`src/rtl/hog_fifo_pkg.sv`:
```
// Shared types and helpers for the HOG write-side FIFO arbitration logic.
package hog_fifo_pkg;

  typedef enum logic {ST_IDLE, ST_BURST} state_t;

  localparam int unsigned DEF_DSIZE = 8;
  localparam int unsigned DEF_ASIZE = 3;

  function automatic int unsigned clog2(input int unsigned v);
    int unsigned r;
    r = 0;
    for (int unsigned i = 0; i < 32; i++)
      if ((64'd1 << i) < 64'(v)) r = i + 1;
    return r;
  endfunction

endpackage

```
`src/rtl/fifo_wr_arbiter_rr_pick.sv`:
```
// Combinational round-robin picker: first set req bit scanning upward from ptr, wrapping.
module rr_pick #(
  parameter int unsigned NREQ = 4,
  parameter int unsigned PW   = 2
) (
  input  logic [NREQ-1:0] req,
  input  logic [PW-1:0]   ptr,
  output logic [NREQ-1:0] onehot,
  output logic [PW-1:0]   idx,
  output logic            any
);

  always_comb begin
    int unsigned j;
    onehot = '0;
    idx    = '0;
    any    = 1'b0;
    j      = 0;
    for (int unsigned i = 0; i < NREQ; i++) begin
      j = (32'(ptr) + i) % NREQ;
      if (!any && req[j]) begin
        any       = 1'b1;
        idx       = PW'(j);
        onehot[j] = 1'b1;
      end
    end
  end

endmodule

```
`src/rtl/fifo_wr_arbiter.sv`:
```
// Round-robin burst arbiter sharing one async FIFO write port among NREQ producers.
module fifo_wr_arbiter
  import hog_fifo_pkg::*;
#(
  parameter int unsigned NREQ      = 4,
  parameter int unsigned DSIZE     = DEF_DSIZE,
  parameter int unsigned BURST_LEN = 4
) (
  input  logic                  clk,
  input  logic                  rst_n,
  input  logic [NREQ-1:0]       in_valid,
  input  logic [NREQ*DSIZE-1:0] in_data,
  input  logic [NREQ-1:0]       in_last,
  output logic [NREQ-1:0]       in_ready,
  output logic                  winc,
  output logic [DSIZE-1:0]      wdata,
  input  logic                  wfull,
  input  logic                  awfull,
  output logic [NREQ-1:0]       grant,
  output logic                  busy
);

  localparam int unsigned PW = clog2(NREQ);
  localparam int unsigned BW = clog2(BURST_LEN + 1);

  state_t          state;
  logic [PW-1:0]   rr_ptr;
  logic [PW-1:0]   gidx;
  logic [BW-1:0]   beat_cnt;

  logic [NREQ-1:0] pick_onehot;
  logic [PW-1:0]   pick_idx;
  logic            pick_any;

  logic            space_ok;
  logic            accept;
  logic            burst_end;
  logic [DSIZE-1:0] sel_data;

  rr_pick #(
    .NREQ (NREQ),
    .PW   (PW)
  ) u_pick (
    .req    (in_valid),
    .ptr    (rr_ptr),
    .onehot (pick_onehot),
    .idx    (pick_idx),
    .any    (pick_any)
  );

  // A write already in flight consumes the last slot flagged by awfull.
  assign space_ok  = !wfull && !(awfull && winc);
  assign in_ready  = (state == ST_BURST && space_ok) ? grant : '0;
  assign accept    = |(in_valid & in_ready);
  assign sel_data  = in_data[gidx*DSIZE +: DSIZE];
  assign burst_end = in_last[gidx] || (beat_cnt == BW'(BURST_LEN - 1));

  always_ff @(posedge clk) begin
    if (!rst_n) begin
      state    <= ST_IDLE;
      winc     <= 1'b0;
      wdata    <= '0;
      grant    <= '0;
      busy     <= 1'b0;
      rr_ptr   <= '0;
      gidx     <= '0;
      beat_cnt <= '0;
    end else begin
      winc <= accept;
      if (accept) wdata <= sel_data;
      case (state)
        ST_IDLE: begin
          if (pick_any) begin
            grant    <= pick_onehot;
            gidx     <= pick_idx;
            beat_cnt <= '0;
            busy     <= 1'b1;
            state    <= ST_BURST;
          end
        end
        ST_BURST: begin
          if (accept) begin
            if (burst_end) begin
              grant  <= '0;
              busy   <= 1'b0;
              state  <= ST_IDLE;
              rr_ptr <= (gidx == PW'(NREQ - 1)) ? '0 : gidx + 1'b1;
            end else begin
              beat_cnt <= beat_cnt + 1'b1;
            end
          end
        end
        default: state <= ST_IDLE;
      endcase
    end
  end

endmodule

```
`config.mk`:
```
export PLATFORM = sky130hd
export DESIGN_NAME = fifo_wr_arbiter
export DESIGN_NICKNAME = d
export VERILOG_FILES = /design/src/rtl/hog_fifo_pkg.sv /design/src/rtl/fifo_wr_arbiter_rr_pick.sv /design/src/rtl/fifo_wr_arbiter.sv
export SDC_FILE = /design/constraint.sdc
export NUM_CORES = 1
export LEC_CHECK = 0
export ABC_CLOCK_PERIOD_IN_PS = 3750
export BUFFER_PORTS_ARGS = -buffer_cell sky130_fd_sc_hd__buf_2
export CAP_MARGIN = 15
export CORE_ASPECT_RATIO = 1.4
export CORE_MARGIN = 8
export CORE_UTILIZATION = 51
export CTS_BUF_LIST = sky130_fd_sc_hd__clkbuf_4
export DETAILED_ROUTE_END_ITERATION = 6
export PLACE_DENSITY = 0.82
export SETUP_SLACK_MARGIN = 0.1
export SLEW_MARGIN = 25
export SYNTH_ARGS = -nofsm -noshare
export SYNTH_HDL_FRONTEND = slang
export SYNTH_SLANG_ARGS = --single-unit
```
`constraint.sdc`:
```
create_clock -name clk -period 3.75 [get_ports clk]
set_clock_uncertainty 0.2 [all_clocks]
set_input_delay 0.5625 -clock clk [delete_from_list [all_inputs] [get_ports clk]]
set_output_delay 0.5625 -clock clk [all_outputs]
set_load 0.02 [all_outputs]
```
==> impl_metrics.ini <==
[finish]
final_cell_mix = buf_2 (61), nand2_1 (22), dfxtp_1 (22), a21oi_1 (16), mux4_2 (13)
fin_util_pct = 64.56
ff_latch_area_um2 = 440.4
nets = 282
n_antenna_cell = 0
area_growth_syn_to_layout_pct = 22.68
drive_gt1_share_pct = 38.05
n_fill_cell = 265
multi_input_area_um2 = 1105
final_cells = 265
layout_commonest_cell = buf_2

[logic_synthesis]
synth_area_um2 = 1628
syn_nets = 225
synth_area_per_cell_um2 = 9.575
synth_seq_cells = 22
synth_cell_types = 34
seq_area_frac_synth_pct = 27.06
synth_cells = 170
synth_warnings = 0

[die]
die_area_um2 = 5281
io_pins = 62
coreArea_um2 = 3093
die_y_um = 82.85
die_w_um = 63.75
num_rows = 24
initial_utilization_pct = 52.63

[drt]
antenna_left = 0
drc_errors = 0
drt_iter0_drc = 77
via_per_inst = 6.109
post_drt_wl_per_cell_um = 17.79
wl_um = 4715
drtPass1Iterations = 5
vias = 1619

[placed_design]
dp.cells = 261
port_buffers = 61
dp_hpwl_um = 3677
gp_congestion = 0.8515

[grt]
grt_pass1_vias = 1739
grt_overflow = 0
groute.usage.overall_pct = 17.81
grt_max_degree = 24
grt_pass1_wl_um = 7866
antenna_found_initial = 0

[min_path]
worstHoldPathType = register to register

[cts]
cts_root_buf = clkbuf_4
hold_buffers = 0
clock_sinks = 22
cts_tree = built
post_cts_resized = 0
cts_buffers = 3
cts_setup_buffers = 0
cts.path.max_buffers = 2
clkTransAtPathRegs_ns = 0.13
htree_levels = 1
insertion_delay_ns = 0.32

[setup_path]
critPathMaxFanout = 13
worstPathArrival_ns = 3.27
timing.rr.end = gidx[0]
cp.required_ns = 3.77
cp-start-kind = register
cp-end-kind = register
reg2reg_depth = 6
endpoint = gidx[0]
r2r-start = rr_ptr[1]
crit_start = rr_ptr[1]
rrSetupSlack_ns = 0.50
path_class = register to register

[timing]
min_period_ns = 3.248
hold_ws_ns = 0.2634
slew_headroom_pct = 53.51
fin_tns_setup_ns = 0
tightest_slew_ns = 0.6964
fmax_mhz = 307.9
setup_viol = 0
finalCritPeriodShare_pct = 86.60
hold_viol = 0
slew_viol_final = 0
rsz0062_at_grt = no

[power_and_ir_drop]
total_power_mw = 0.6251
power_density_nw_per_um2 = 313.1
p_leak_nw = 0.8556
peakVddDrop_mv = 0.2639

[flow_run]
drv_cap = 0

[run_status]
outcome = completed
-- cell type report --
| class | count | share of cell area (%) |
|---|---|---|
| multi-input combinational | 130 | 55.33 |
| clock buffer | 3 | 1.128 |
| timing repair buffer | 64 | 16.42 |
| sequential | 22 | 22.06 |
| tap | 39 | 2.444 |
| inverter | 6 | 1.128 |
| clock inverter | 1 | 1.504 |
-- sequential cells by signal (all words and copies together), names as in the netlist --
name,count
beat_cnt,3
grant,4
busy,1
gidx,2
winc,1
rr_ptr,2
state,1
wdata,8
-- critical path: stages (launching register included) --
cell	delay, ns
dfxtp_1	0.60
inv_1	0.17
ha_1	0.44
mux4_2	0.68
o41ai_4	0.64
or2b_1	0.29
o311a_1	0.12
-- worst min-delay path by stage --
stage / start / to / depth (start not counted)
global route: wdata[1] / wdata[1] / 2
floorplan: beat_cnt[2] / beat_cnt[2] / 2
finish: wdata[4] / wdata[4] / 2
CTS: wdata[1] / wdata[1] / 2
detailed placement: wdata[1] / wdata[1] / 2
global placement: wdata[1] / wdata[1] / 2
-- through the flow --
| stage | worst slack [ns] | area [um^2] |
|---|---|---|
| 2_1_floorplan | 0.9449 | 1628 |
| 3_3_place_gp | 0.6610 | 1944 |
| 3_5_place_dp | 0.5865 | 1944 |
| 4_1_cts | 0.5408 | 1997 |
| 5_1_grt | 0.3416 | 1997 |
| 6_report | 0.5025 | 1997 |
-- where the power goes --
part           total [mW]  switching (mW)  internal, mW
clock               0.187          0.0788         0.108
combinational       0.174          0.0915        0.0822
sequential          0.265          0.0180         0.247
total               0.625           0.188         0.437
-- cell families after synthesis --
family | share of synthesized area [%]
AO/OA/AOI/OAI | 23.75
adder cells (fa/ha/maj) | 8.455
buffers and inverters | 5.073
flip-flops | 27.06
multiplexers | 19.37
AND/OR/NAND/NOR | 16.29
-- cells in the mapped netlist --
library cell	number	share of area [%]
a211o_1	1	0.54
a21o_1	4	1.8
a21oi_1	16	4.9
a221oi_1	8	4.3
a22o_1	2	1.1
a311oi_1	1	0.54
a32o_1	2	1.2
and3_1	4	1.5
buf_1	2	0.46
buf_6	2	1.4
clkbuf_1	8	1.8
dfxtp_1	22	27
ha_1	11	8.5
inv_1	6	1.4
mux2_2	2	1.4
mux4_2	13	18
nand2_1	22	5.1
nand2b_1	4	1.5
nand3_1	2	0.61
nand3b_1	6	2.8
nor2_1	4	0.92
nor2b_1	3	1.2
nor3_2	1	0.61
o211a_1	1	0.61
o211ai_1	6	2.8
o21a_1	1	0.46
o21ai_0	8	2.5
o221a_2	1	0.69
o311a_1	1	0.61
o41ai_4	1	1.7
or2_0	1	0.38
or2b_1	1	0.46
or3_1	2	0.77
or4_1	1	0.46
-- routing by layer --
metal	up-vias	wire length (um)	track usage (%)
li1	758	-	-
met1	771	1704	18.15
met2	78	2577	32.69
met3	12	327	4.839
met4	0	106	7.332
met5	-	0	0
(Power assumes the default switching activity.)
